[src/rtl/if_prefetch_unit_if.sv]
// if_prefetch_unit_if: instruction-memory request/response and decode-side signals of the fetch front end
interface if_prefetch_unit_if;
    logic        imem_req;
    logic [31:0] imem_addr;
    logic        imem_ready;
    logic        imem_rvalid;
    logic [31:0] imem_rdata;
    logic        redirect;
    logic [31:0] redirect_pc;
    logic        stall;
    logic        id_valid;
    logic [31:0] id_instr;
    logic [31:0] id_pc_plus1;

    modport master (
        output imem_req, imem_addr, id_valid, id_instr, id_pc_plus1,
        input  imem_ready, imem_rvalid, imem_rdata, redirect, redirect_pc, stall
    );

    modport slave (
        input  imem_req, imem_addr, id_valid, id_instr, id_pc_plus1,
        output imem_ready, imem_rvalid, imem_rdata, redirect, redirect_pc, stall
    );
endinterface

[src/rtl/if_prefetch_unit.sv]
// if_prefetch_unit: fetch PC, variable-latency imem requests and in-order prefetch queue feeding IF/ID
module if_prefetch_unit #(
    parameter int          DEPTH    = 4,
    parameter logic [31:0] RESET_PC = 32'h0
) (
    input logic               clk,
    input logic               rst,
    if_prefetch_unit_if.master bus
);
    localparam int AW = $clog2(DEPTH);
    localparam int CW = AW + 1;
    localparam logic [CW:0] LIMIT = (CW + 1)'(DEPTH);

    logic [31:0]   fetch_pc;
    logic [31:0]   resp_pc;
    logic [31:0]   q_instr [DEPTH];
    logic [31:0]   q_pc1 [DEPTH];
    logic [AW-1:0] rd_ptr;
    logic [AW-1:0] wr_ptr;
    logic [CW-1:0] count;
    logic [CW-1:0] outstanding;
    logic [CW-1:0] drop_cnt;
    logic          accept;
    logic          rsp;
    logic          push;
    logic          pop;

    // Queue space is reserved at request time, so a response can always be pushed.
    always_comb begin
        bus.imem_req    = rst && !bus.redirect && ({1'b0, count} + {1'b0, outstanding} < LIMIT);
        bus.imem_addr   = fetch_pc;
        bus.id_valid    = count != '0;
        bus.id_instr    = count != '0 ? q_instr[rd_ptr] : '0;
        bus.id_pc_plus1 = count != '0 ? q_pc1[rd_ptr] : '0;
        accept          = bus.imem_req && bus.imem_ready;
        rsp             = bus.imem_rvalid && outstanding != '0;
        push            = rsp && drop_cnt == '0 && !bus.redirect;
        pop             = count != '0 && !bus.stall && !bus.redirect;
    end

    always_ff @(posedge clk) begin
        if (!rst) begin
            fetch_pc    <= RESET_PC;
            resp_pc     <= RESET_PC;
            rd_ptr      <= '0;
            wr_ptr      <= '0;
            count       <= '0;
            outstanding <= '0;
            drop_cnt    <= '0;
        end else if (bus.redirect) begin
            fetch_pc    <= bus.redirect_pc;
            resp_pc     <= bus.redirect_pc;
            rd_ptr      <= '0;
            wr_ptr      <= '0;
            count       <= '0;
            outstanding <= outstanding - CW'(rsp);
            drop_cnt    <= outstanding - CW'(rsp);
        end else begin
            fetch_pc    <= accept ? fetch_pc + 32'd1 : fetch_pc;
            resp_pc     <= push ? resp_pc + 32'd1 : resp_pc;
            rd_ptr      <= rd_ptr + AW'(pop);
            wr_ptr      <= wr_ptr + AW'(push);
            count       <= count + CW'(push) - CW'(pop);
            outstanding <= outstanding + CW'(accept) - CW'(rsp);
            drop_cnt    <= drop_cnt - CW'(rsp && drop_cnt != '0);
        end
    end

    always_ff @(posedge clk) begin
        if (push) begin
            q_instr[wr_ptr] <= bus.imem_rdata;
            q_pc1[wr_ptr]   <= resp_pc + 32'd1;
        end
    end
endmodule
[src/flat_wrapper.sv]
// flat-port wrapper written by rule: the top's interface ports become plain ports
module if_prefetch_unit_flat 
#(
    parameter int          DEPTH    = 4,
    parameter logic [31:0] RESET_PC = 32'h0
)
  (clk, rst, bus_imem_req, bus_imem_addr, bus_id_valid, bus_id_instr, bus_id_pc_plus1, bus_imem_ready, bus_imem_rvalid, bus_imem_rdata, bus_redirect, bus_redirect_pc, bus_stall);
  if_prefetch_unit_if bus_i ();
  input logic clk;
  input logic rst;
  output wire logic [$bits(bus_i.imem_req)-1:0] bus_imem_req;
  output wire logic [$bits(bus_i.imem_addr)-1:0] bus_imem_addr;
  output wire logic [$bits(bus_i.id_valid)-1:0] bus_id_valid;
  output wire logic [$bits(bus_i.id_instr)-1:0] bus_id_instr;
  output wire logic [$bits(bus_i.id_pc_plus1)-1:0] bus_id_pc_plus1;
  input wire logic [$bits(bus_i.imem_ready)-1:0] bus_imem_ready;
  input wire logic [$bits(bus_i.imem_rvalid)-1:0] bus_imem_rvalid;
  input wire logic [$bits(bus_i.imem_rdata)-1:0] bus_imem_rdata;
  input wire logic [$bits(bus_i.redirect)-1:0] bus_redirect;
  input wire logic [$bits(bus_i.redirect_pc)-1:0] bus_redirect_pc;
  input wire logic [$bits(bus_i.stall)-1:0] bus_stall;
  assign bus_imem_req = bus_i.imem_req;
  assign bus_imem_addr = bus_i.imem_addr;
  assign bus_id_valid = bus_i.id_valid;
  assign bus_id_instr = bus_i.id_instr;
  assign bus_id_pc_plus1 = bus_i.id_pc_plus1;
  assign bus_i.imem_ready = bus_imem_ready;
  assign bus_i.imem_rvalid = bus_imem_rvalid;
  assign bus_i.imem_rdata = bus_imem_rdata;
  assign bus_i.redirect = bus_redirect;
  assign bus_i.redirect_pc = bus_redirect_pc;
  assign bus_i.stall = bus_stall;
  if_prefetch_unit #(.DEPTH(DEPTH), .RESET_PC(RESET_PC)) u_core (.clk(clk), .rst(rst), .bus(bus_i));
endmodule
[config.mk]
export PLATFORM = sky130hd
export DESIGN_NAME = if_prefetch_unit_flat
export DESIGN_NICKNAME = d
export VERILOG_FILES = /design/src/rtl/if_prefetch_unit_if.sv /design/src/rtl/if_prefetch_unit.sv /design/src/flat_wrapper.sv
export SDC_FILE = /design/constraint.sdc
export NUM_CORES = 1
export LEC_CHECK = 0
export CORE_MARGIN = 2
export CORE_UTILIZATION = 56
export DETAILED_ROUTE_END_ITERATION = 6
export HOLD_SLACK_MARGIN = 0.02
export PLACE_DENSITY = 0.9
export SYNTH_ARGS = -nofsm -noshare
export SYNTH_HDL_FRONTEND = slang
export SYNTH_SLANG_ARGS = --single-unit
[constraint.sdc]
create_clock -name clk -period 11.9 [get_ports clk]
set_input_delay 1.785 -clock clk [delete_from_list [all_inputs] [get_ports clk]]
set_output_delay 1.785 -clock clk [all_outputs]
set_load 0.03 [all_outputs]
Word-level counts from Yosys, hierarchy flattened
Memories as Yosys holds them, arrays and structs flattened. A register that Yosys moved wholly into a read port is not among the register bits.
Cells that the tools add are included.
{"block": "word_totals", "register_bits": 77, "mem_bits_rw": 256, "in_bits": 70, "output_inout_bits": 98, "elab_cells": 52, "n_memories": 2}
{"memory": "u_core.q_instr", "words": 4, "width": 32, "rd": 1, "rd_clocked_by_memory_dff": 1, "wr": 1, "line_no": "if_prefetch_unit.sv:16", "source": "logic [31:0] q_instr [DEPTH];"}
{"memory": "u_core.q_pc1", "words": 4, "width": 32, "rd": 1, "rd_clocked_by_memory_dff": 1, "wr": 1, "line_no": "if_prefetch_unit.sv:17", "source": "logic [31:0] q_pc1 [DEPTH];"}
{"block": "classes", "addsub": 11, "n_lt_le_gt_ge": 1, "n_mux": 12, "n_bitwise": 1, "reduce_logical": 18}
{"op": "$mux 32", "count": 6}
{"op": "$add 32x1->32 const B", "count": 2}
{"op": "$sub 3x1->3", "count": 4}
{"op": "$logic_and 1x1->1", "count": 9}
{"op": "$reduce_bool 3->1", "count": 3}
{"op": "$add 3x1->3", "count": 2}
{"op": "$mux 3", "count": 2}
{"op": "$add 2x1->2", "count": 2}
{"op": "$add 3x3->4", "count": 1}
{"op": "$lt 4x3->1 const B", "count": 1}
{"op": "$mux 2", "count": 2}
{"op": "$reduce_bool 2->1", "count": 2}
{"op": "$logic_not 3->1", "count": 1}
{"op": "$logic_not 1->1", "count": 2}
{"op": "$mux 1", "count": 2}
{"op": "$reduce_or 2->1", "count": 1}
{"op": "$not 1->1", "count": 1}

Longest topological paths before layout
Gate-level depths: netlist of run 1.
{"block": "depth", "depth_word": 7, "depth_mapped": 12, "depth_no_buf": 10}

Worst setup path before layout of run 1
Ideal clock, no wire load.
{"block": "synth_timing", "kind": "in2reg", "from": "in bus_imem_rvalid", "to": "mem u_core.q_instr[0][0], enable pin", "setup_ps": 644, "arrival_ps": 8397, "required_ps": 11256, "slack_ps": 2859, "stages": 4, "n_path_buf": 1, "path_cell_list": "o31a_1 > nand2_1 > clkbuf_1 > nor4_1"}
{"block": "synth_via", "elab_chain_len": 5}
{"item": "start: declaration", "line_no": "flat_wrapper.sv:17", "source": "input wire logic [$bits(bus_i.imem_rvalid)-1:0] bus_imem_rvalid;"}
{"item": "$logic_and 1x1->1", "line_no": "if_prefetch_unit.sv:36", "source": "rsp = bus.imem_rvalid && outstanding != '0;"}
{"item": "$logic_and 1x1->1 (2 in a row)", "line_no": "if_prefetch_unit.sv:37", "source": "push = rsp && drop_cnt == '0 && !bus.redirect;"}
{"item": "$mux 1", "line_no": "if_prefetch_unit.sv:70", "source": "if (push) begin"}
{"item": "$mux 1 (implied by the code)", "line_no": "if_prefetch_unit.sv:71", "source": "q_instr[wr_ptr] <= bus.imem_rdata;"}
{"item": "end: declaration", "line_no": "if_prefetch_unit.sv:16"}
No other way between the ends.

Worst setup path after layout of run 1
{"block": "layout_timing", "from": "in rst", "to": "out bus_imem_req"}
{"block": "layout_via", "elab_chain_len": 2}
{"item": "start: declaration", "line_no": "flat_wrapper.sv:10", "source": "input logic rst;"}
{"item": "$logic_and 1x1->1 (2 in a row)", "line_no": "if_prefetch_unit.sv:30", "source": "bus.imem_req = rst && !bus.redirect && ({1'b0, count} + {1'b0, outstanding} < LIMIT);"}
{"item": "end: declaration", "line_no": "flat_wrapper.sv:11", "source": "output wire logic [$bits(bus_i.imem_req)-1:0] bus_imem_req;"}
No other way between the ends.

==> results of run 1 <==
## power by group through the flow
stage,combinational (mW),sequential (mW),clock (mW)
2_1_floorplan,0.163,1.37,0
3_3_place_gp,0.274,1.36,0
3_5_place_dp,0.282,1.36,0
4_1_cts,0.286,1.34,1.04
5_1_grt,0.309,1.35,1.08
6_report,0.285,1.34,1.02
## worst max-delay path: cells and delay by family
kind,cells,cell delay [ns]
buf+inv,3,1.48
simple gates,2,0.52
## routing by layer
layer / track usage, % / vias to the layer above / share of wire, %
li1: - / 4146 / -
met1: 33.20 / 4506 / 41
met2: 39.65 / 485 / 49
met3: 4.268 / 47 / 8.5
met4: 6.100 / 0 / 1.7
met5: 0 / - / 0
## flip-flops by register name, summed over array words and instances, names as in the netlist
name,count
u_core.q_pc1,128
u_core.drop_cnt,3
u_core.bus.imem_addr,32
u_core.count,3
u_core.outstanding,3
u_core.q_instr,128
u_core.wr_ptr,2
u_core.rd_ptr,2
u_core.resp_pc,32
## logic make-up (layout without fill, tap and decap cells)
kind of cell,after synthesis,after routing,share of synthesized area (%)
multiplexers,68,68,10.37
buffers and inverters,78,260,2.174
adder cells (fa/ha/maj),16,16,1.502
AND/OR/NAND/NOR,302,302,11.82
flip-flops,333,333,64.41
XOR/XNOR,71,71,4.340
AO/OA/AOI/OAI,137,137,5.371
## worst paths after layout
path                                               to  slack (ns)
worst max register to register  u_core.outstanding[2]        8.09
worst min register to register      u_core.resp_pc[1]        0.52
worst max-delay path                     bus_imem_req        6.32
worst min-delay path                u_core.resp_pc[1]        0.52
## cells in the final DEF (no fill, tap or decap), drive strengths merged, types with 7 or more instances in the layout
cell type	synthesis	routed
a21oi	53	53
a31oi	15	15
a32oi	8	8
and2	66	66
and3	20	20
buf	17	11
clkbuf	39	41
clkdlybuf4s50	0	167
clkinv	1	16
dfxtp	77	77
edfxtp	256	256
ha	14	14
inv	21	21
mux4	64	64
nand2	62	62
nand3	27	27
nand4	31	31
nor2	40	40
nor3	15	15
nor4	12	12
o21ai	51	51
or3	7	7
xnor2	45	45
xor2	26	26
## cell type report
cell class / count / area, sq um
clock buffers: 41 / 898.4
clock inverters: 19 / 185.2
fillers: 1629 / 7804
inverters: 22 / 82.58
multi-input cells: 594 / 4811
flip-flops and latches: 333 / 9234
well taps: 330 / 412.9
repair buffers: 178 / 1754
## per-stage QoR
stage | utilization (%) | hold slack [ns] | setup WS [ns] | cells
6_report | 69.01 | 0.5175 | 6.324 | 1517
4_1_cts | 69.01 | 0.5205 | 6.304 | 1517
3_3_place_gp | 64.71 | 0.4935 | 6.339 | 1457
2_1_floorplan | - | 0.4774 | 2.859 | 1005
3_5_place_dp | 64.71 | 0.5041 | 6.303 | 1457
5_1_grt | 69.01 | 0.5524 | 6.212 | 1517
==> run metrics, run 1 <==
final routed DRC violation total=0; Worst Hold Class=flop to flop; Comb pwr share=10.7%; FF-to-FF Start=u_core.outstanding[1]; RSZ-0062 raised after global routing=false; Syn Area/Cell=14.26 sq um; Seq cells post-synth=333; status=finished clean; Crit path arrival time=3.79 ns; critical path class=input pin to output port; final layout net count=1249; Synth area leader=edfxtp_1; cts hold-fix bufs=0; final wirelength=32010 microns; number of clock sinks=333; P_sw=0.6374 mW; Synth area leaders=edfxtp_1, dfxtp_1, mux4_2, and2_1, xnor2_1; FF-to-FF path depth=10; Root Buffer=clkbuf_16; fin crit share=46.86%; Cell variety after synth=49; CTS Buf Count=34; Worst Hold Depth=2; CTS tree=yes; post-synthesis cell area=14330 sq um; HPWL after DPL=19260 microns; Critical-path top delay cell=clkdlybuf4s50_1; area grow syn2layout=21.29%; worst path required time=10.12 ns; post-placement cell area=16290 sq um; share of cells above drive strength 1=12.22%; Post-synth EDFFs=256; Clock Skew=0.01488 ns; Synth top area share=53.65%; synthesized net count=1091; share of power burned in registers=50.6%; Clock power frac=38.6%; Sw Share=24.05%; Final Max Tran Viols=0; ANT cells=0; first-pass GRT wire length=49470 microns; Synth Flop Type=edfxtp_1; # H-tree levels=2; P_int=2.013 mW; area of the die=26880 sq um; drt first pass iters=5; Cells after Synth=1005; CP cell instances=clkdlybuf4s50_1, buf_4, nand2_1, nor3b_1, clkdlybuf4s50_1; Setup crit end kind=output port; Fmax=179.3 MHz; Post-synth top cells=edfxtp_1, dfxtp_1, and2_1; Synth Warn #=0; Pwr Total=2.650 mW; Post-CTS Setup Inserts=0; slew margin rel.=29.15%; pwr dens=152.5 nW/um^2; initial antenna violation count=0; routability-driven placement congestion ratio=0.9433; Max Buffers Root-to-Sink=3; Initial Utilization=56.90%; most numerous cell in the Yosys netlist=edfxtp_1; Slew @ Worst Pin=1.059 ns; CP dominant cell by count=clkdlybuf4s50_1; largest net degree at the start of global routing=79; Worst-path clk slew=0.06 ns; Final Cell Area=17380 sq um; Final TNS setup=0 ns; Critical Path Start Type=input pin; Max Cap Viol=0; Skew-Pair Late Insertion Delay=0.51 ns; vias in the first global route=8980; cts repair resizes=0; DR vias/cell=6.054; Routed WL per cell=21.10 microns; post-route ant nets=0; Leak Pwr=5.672 nW; placeable core region=25180 sq um; top fanout value on the critical path=40; IO Count=168; register area share after synthesis=64.41%; die span in x=164.0 microns; Worst Hold Launch=u_core.resp_pc[1]; Critical Path Source=rst; # rows=58; Max VDD drop=0.1075 mV; crit-path max cell delay=0.71 ns; Hold Vio Cnt, Final=0; Iter 0 DRT Violations=748; die span in y=164.0 microns; routed via count=9184; final setup fails=0; asr flop ratio synth=0%; grt ovf=0; Total GRT Usage=23.94%; crit path time final=5.576 ns; port bufs=167
Note: power is estimated with default switching activity, not from simulation.
==> run 2: changes to the inputs <==
--- a/config.mk
+++ b/config.mk
@@ -6,10 +6,10 @@
 export NUM_CORES = 1
 export LEC_CHECK = 0
 export CORE_MARGIN = 2
-export CORE_UTILIZATION = 56
+export CORE_UTILIZATION = 51
 export DETAILED_ROUTE_END_ITERATION = 6
 export HOLD_SLACK_MARGIN = 0.02
-export PLACE_DENSITY = 0.9
+export PLACE_DENSITY = 0.87
 export SYNTH_ARGS = -nofsm -noshare
 export SYNTH_HDL_FRONTEND = slang
 export SYNTH_SLANG_ARGS = --single-unit
==> constraint.sdc (replaced) <==
create_clock -name clk -period 4.9 [get_ports clk]
set_input_delay 0.735 -clock clk [delete_from_list [all_inputs] [get_ports clk]]
set_output_delay 0.735 -clock clk [all_outputs]
set_load 0.03 [all_outputs]
==> run 2 against run 1 <==
Sequential share of layout area decreased by 0.48 points. Via count is 0.44% lower. Largest power group unchanged. Critical endpoint is now bus_id_pc_plus1[12]. Final cell count increased by 3.6%. Largest cell class unchanged.
==> run metrics, run 2 (synthesis gave the netlist of run 1 again) <==
Hold Slack=0.5223 ns (was 0.5175 ns); port bufs=167 (unchanged); IO Count=168 (unchanged); Clock power frac=39.0% (was 38.6%); commonest non-fill, non-tap cell in the layout=edfxtp_1 (unchanged); Setup crit end kind=output port (unchanged); die span in x=171.6 microns (was 164.0 microns); Met2 Routed Length=15610 microns (was 15750 microns); Slew @ Worst Pin=1.216 ns (was 1.059 ns); cell family with most CP delay=buffers and inverters (unchanged); Final Max Tran Viols=0 (unchanged); Comb pwr share=10.7% (about the same); fin crit share=76.28%; final layout net count=1252 (was 1249); vias in the first global route=9040 (was 8980); critical path class=flop to output port (was input pin to output port); Finished Layout Cells=1571 (was 1517); final routed DRC violation total=0 (unchanged); Pwr Total=6.477 mW (was 2.650 mW); met3 wire len=2582 microns (was 2723 microns); Leak Pwr=5.697 nW (was 5.672 nW); die span in y=171.6 microns (was 164.0 microns); Iter 0 DRT Violations=824 (was 748); Initial Utilization=51.71% (was 56.90%); number of clock sinks=333 (unchanged); CTS tree=yes (unchanged); # H-tree levels=2 (unchanged); Max Cap Viol=0 (unchanged); Max Buffers Root-to-Sink=3 (unchanged); Post-CTS Setup Inserts=0 (unchanged); Routed WL per cell=20.37 microns (was 21.10 microns); worst path required time=4.16 ns (was 10.12 ns); share of power burned in registers=50.3% (was 50.6%); commonest non-fill, non-tap cells in the layout=edfxtp_1, clkdlybuf4s50_1, dfxtp_1, and2_1, mux4_2 (unchanged); Sw Share=23.78% (was 24.05%); Crit path arrival time=3.00 ns (was 3.79 ns); P_sw=1.540 mW (was 0.6374 mW); Final WS setup=1.162 ns (was 6.324 ns); M1 WL=13400 microns (was 13000 microns); slew margin rel.=18.62% (was 29.15%); pwr dens=369.3 nW/um^2 (was 152.5 nW/um^2); Total GRT Usage=22.02% (was 23.94%); status=finished clean (unchanged); top fanout value on the critical path=40 (unchanged); cts repair resizes=0 (unchanged); DR vias/cell=5.820 (was 6.054); Worst Path Buf+Inv=2 (was 3); Worst-path clk slew=0.06 ns (about the same); worst slack, placed=1.293 ns (was 6.303 ns); post-route ant nets=0 (unchanged); RSZ-0062 raised after global routing=false (unchanged); CTS Buf Count=35 (was 34); CP cell instances=buf_12, mux4_2, and2_1, clkdlybuf4s50_1 (was clkdlybuf4s50_1, buf_4, nand2_1, nor3b_1, clkdlybuf4s50_1); # rows=61 (was 58); crit-path max cell delay=0.69 ns (was 0.71 ns); highest layer used for signal routing=met4 (unchanged); Clock Skew=0.01483 ns (was 0.01488 ns); drt first pass iters=6 (was 5); Fmax=267.5 MHz; Final TNS setup=0 ns (unchanged); biggest regs=u_core.q_instr: 128 flops, u_core.q_pc1: 128 flops (unchanged); Hold Vio Cnt, Final=0 (unchanged); largest net degree at the start of global routing=79 (unchanged); grt ovf=0 (unchanged); final setup fails=0 (unchanged); Critical-path top delay cell=dfxtp_4 (was clkdlybuf4s50_1); fill cell count=1913 (was 1629); Critical Path Start Type=flop (was input pin); Cells after DPL=1507 (was 1457); ANT cells=0 (unchanged); Max VDD drop=0.2237 mV (was 0.1075 mV); Final Cell Area=17540 sq um (was 17380 sq um); Skew-Pair Late Insertion Delay=0.51 ns (about the same); area grow syn2layout=22.39% (was 21.29%); Root Buffer=clkbuf_16 (unchanged); Worst Hold Class=flop to flop (unchanged); cts hold-fix bufs=0 (unchanged); fin util=63.29% (was 69.01%); crit path time final=3.738 ns; initial antenna violation count=0 (unchanged); placeable core region=27710 sq um (was 25180 sq um); share of cells above drive strength 1=12.32% (was 12.22%); first-pass GRT wire length=50080 microns (was 49470 microns); HPWL after DPL=20230 microns (was 19260 microns); post-placement cell area=16430 sq um (was 16290 sq um); routability-driven placement congestion ratio=0.9371 (was 0.9433); P_int=4.936 mW (was 2.013 mW); area of the die=29450 sq um (was 26880 sq um); final wirelength=32010 microns (about the same); routed via count=9144 (was 9184)
## run 2: cell types whose count changed in the layout (fill, tap and decap cells not counted), moves of 2 or more
cell,change
clkinv_2,-4
clkinv_1,+5
clkinv_8,-2
buf_12,+4
inv_6,+2
## run 2: layout make-up
cell class	instances	area, sq um	area share [%]
clock buffer	43	937.1	5.344
clock inverter	21	172.7	0.9847
inverter	22	82.58	0.4709
multi-input combinational	594	4820	27.48
sequential	333	9234	52.66
tap	378	473.0	2.697
timing repair buffer	180	1817	10.36
## run 2: metal layers
| layer | vias up | GRT usage [%] |
|---|---|---|
| li1 | 4169 | - |
| met1 | 4479 | 30.70 |
| met3 | 37 | 3.705 |
| met5 | - | 0 |
| met4 | 0 | 5.011 |
| met2 | 459 | 36.53 |
## run 2: worst paths after layout
| kind | slack, ns | end | cells past startpoint | startpoint |
|---|---|---|---|---|
| max | 1.16 | bus_id_pc_plus1[12] | 4 | u_core.rd_ptr[0] |
| max reg2reg | 1.89 | u_core.count[2] | 9 | u_core.count[1] |
| min | 0.52 | u_core.bus.imem_addr[18] | 2 | u_core.bus.imem_addr[18] |
| min reg2reg | 0.52 | u_core.bus.imem_addr[18] | 2 | u_core.bus.imem_addr[18] |
## run 2: worst min-delay path: cells and delay by family (launching register included)
family	cells	cell delay, ns
flip-flops	1	0.33
AO/OA/AOI/OAI	2	0.14
## run 2: power by group through the flow
stage / combinational [mW] / sequential, mW / clock [mW]
global route: 0.748 / 3.27 / 2.68
floorplan: 0.398 / 3.32 / 0
CTS: 0.695 / 3.26 / 2.57
finish: 0.692 / 3.26 / 2.53
detailed placement: 0.689 / 3.31 / 0
global placement: 0.670 / 3.30 / 0
==> run 3: changes to the inputs <==
--- a/config.mk
+++ b/config.mk
@@ -6,10 +6,10 @@
 export NUM_CORES = 1
 export LEC_CHECK = 0
 export CORE_MARGIN = 2
-export CORE_UTILIZATION = 51
+export CORE_UTILIZATION = 56
 export DETAILED_ROUTE_END_ITERATION = 6
 export HOLD_SLACK_MARGIN = 0.02
-export PLACE_DENSITY = 0.87
+export PLACE_DENSITY = 0.9
 export SYNTH_ARGS = -nofsm -noshare
 export SYNTH_HDL_FRONTEND = slang
 export SYNTH_SLANG_ARGS = --single-unit
==> constraint.sdc (replaced) <==
create_clock -name clk -period 3.7 [get_ports clk]
set_input_delay 0.555 -clock clk [delete_from_list [all_inputs] [get_ports clk]]
set_output_delay 0.555 -clock clk [all_outputs]
set_load 0.03 [all_outputs]
==> run 3 against run 2 <==
Sequential power is 32% higher. Worst setup slack lost 0.90 ns. Critical endpoint is now bus_id_pc_plus1[2]. Final area barely moved.
==> run metrics, run 3 (synthesis gave the netlist of run 1 again) <==
biggest regs=u_core.q_instr: 128 flops, u_core.q_pc1: 128 flops (unchanged); cts repair resizes=0 (unchanged); Total GRT Usage=24.80% (was 22.02%); top fanout value on the critical path=22 (was 40); placeable core region=25180 sq um (was 27710 sq um); area of the die=26880 sq um (was 29450 sq um); fin util=69.70% (was 63.29%); Iter 0 DRT Violations=761 (was 824); drt first pass iters=4 (was 6); fin crit share=92.96%; Hold Slack=0.5146 ns (was 0.5223 ns); CTS tree=yes (unchanged); CTS Buf Count=34 (was 35); cts hold-fix bufs=0 (unchanged); Max Cap Viol=0 (unchanged); commonest non-fill, non-tap cells in the layout=edfxtp_1, clkdlybuf4s50_1, dfxtp_1, and2_1, mux4_2 (unchanged); die span in y=164.0 microns (was 171.6 microns); # rows=58 (was 61); Crit path arrival time=2.88 ns (was 3.00 ns); Worst Hold Class=flop to flop (unchanged); multi-input logic area=4820 sq um (unchanged); Leak Pwr=5.753 nW (was 5.697 nW); final setup fails=0 (unchanged); grt ovf=0 (unchanged); Comb pwr share=11.1% (was 10.7%); Skew-Pair Late Insertion Delay=0.53 ns (was 0.51 ns); Final Max Tran Viols=0 (unchanged); Clock Skew=0.02241 ns (was 0.01483 ns); vias in the first global route=9142 (was 9040); routability-driven placement congestion ratio=0.8781 (was 0.9371); pwr dens=488.7 nW/um^2 (was 369.3 nW/um^2); final wirelength=32960 microns (was 32010 microns); post-placement cell area=16470 sq um (was 16430 sq um); number of clock sinks=333 (unchanged); Final Cell Area=17550 sq um (was 17540 sq um); critical path class=flop to output port (unchanged); worst path required time=3.14 ns (was 4.16 ns); Final TNS setup=0 ns (unchanged); Fmax=290.7 MHz; Pwr Total=8.577 mW (was 6.477 mW); Sequential Area=9234 sq um (unchanged); Sw Share=24.38% (was 23.78%); P_sw=2.091 mW (was 1.540 mW); commonest non-fill, non-tap cell in the layout=edfxtp_1 (unchanged); Worst-path clk slew=0.06 ns (about the same); Initial Utilization=56.90% (was 51.71%); final routed DRC violation total=0 (unchanged); Clock power frac=38.6% (was 39.0%); initial antenna violation count=0 (unchanged); Root Buffer=clkbuf_16 (unchanged); Post-CTS Setup Inserts=0 (unchanged); port bufs=167 (unchanged); HPWL after DPL=20450 microns (was 20230 microns); # H-tree levels=2 (unchanged); ANT cells=0 (unchanged); Max Buffers Root-to-Sink=3 (unchanged); routed via count=9191 (was 9144); Critical Path Start Type=flop (unchanged); Routed WL per cell=21.57 microns (was 20.37 microns); Setup crit end kind=output port (unchanged); Hold Vio Cnt, Final=0 (unchanged); IO Count=168 (unchanged); area grow syn2layout=22.50% (was 22.39%); share of cells above drive strength 1=12.94% (was 12.32%); crit path time final=3.440 ns; final layout net count=1258 (was 1252); largest net degree at the start of global routing=78 (was 79); Slew @ Worst Pin=1.027 ns (was 1.216 ns); first-pass GRT wire length=50640 microns (was 50080 microns); Max VDD drop=0.3712 mV (was 0.2237 mV); fill cell count=1599 (was 1913); DR vias/cell=6.015 (was 5.820); post-route ant nets=0 (unchanged); status=finished clean (unchanged); slew margin rel.=31.30% (was 18.62%); share of power burned in registers=50.3% (about the same); P_int=6.486 mW (was 4.936 mW); RSZ-0062 raised after global routing=false (unchanged); die span in x=164.0 microns (was 171.6 microns)
run 3: per-layer routing:
layer / vias up / routed length (microns) / track usage, % / share of wire (%)
met5: - / 0 / 0 / 0
met4: 0 / 824 / 7.376 / 2.5
met3: 59 / 2531 / 4.571 / 7.7
met2: 431 / 15890 / 41.10 / 48
met1: 4520 / 13710 / 33.81 / 42
li1: 4181 / - / - / -
run 3: critical path, stage by stage, from the launching register on:
cell             delay (ns)
dfxtp_4                0.65
buf_4                  0.35
mux4_2                 0.56
and2_1                 0.20
clkdlybuf4s50_1        0.59
run 3: final timing paths:
kind / startpoint / endpoint / slack (ns) / cells past startpoint
setup / recovery: u_core.rd_ptr[0] / bus_id_pc_plus1[2] / 0.26 / 4
hold / removal: u_core.resp_pc[1] / u_core.resp_pc[1] / 0.51 / 2
setup reg to reg: u_core.count[1] / u_core.count[2] / 0.99 / 10
hold reg to reg: u_core.resp_pc[1] / u_core.resp_pc[1] / 0.51 / 2
run 3: through the flow:
step | std cells | worst slack [ns]
final | 1528 | 0.2603
after global routing | 1528 | 0.1131
after CTS | 1528 | 0.1941
after detailed placement | 1466 | 0.5665
after global placement | 1466 | 0.7025
after floorplan | 1005 | -0.8920
run 3: area by class of cell:
| class | count | share of cell area, % |
|---|---|---|
| Inverter | 22 | 0.4705 |
| Sequential cell | 333 | 52.61 |
| Clock buffer | 39 | 5.076 |
| Tap cell | 330 | 2.353 |
| Timing Repair Buffer | 187 | 10.94 |
| Multi-Input combinational cell | 594 | 27.46 |
| Clock inverter | 23 | 1.091 |
run 3: power by group through the flow:
stage / combinational [mW] / sequential, mW / clock, mW
3_5_place_dp: 0.940 / 4.38 / 0
2_1_floorplan: 0.527 / 4.39 / 0
3_3_place_gp: 0.911 / 4.37 / 0
6_report: 0.949 / 4.31 / 3.31
5_1_grt: 1.03 / 4.33 / 3.47
4_1_cts: 0.953 / 4.31 / 3.36
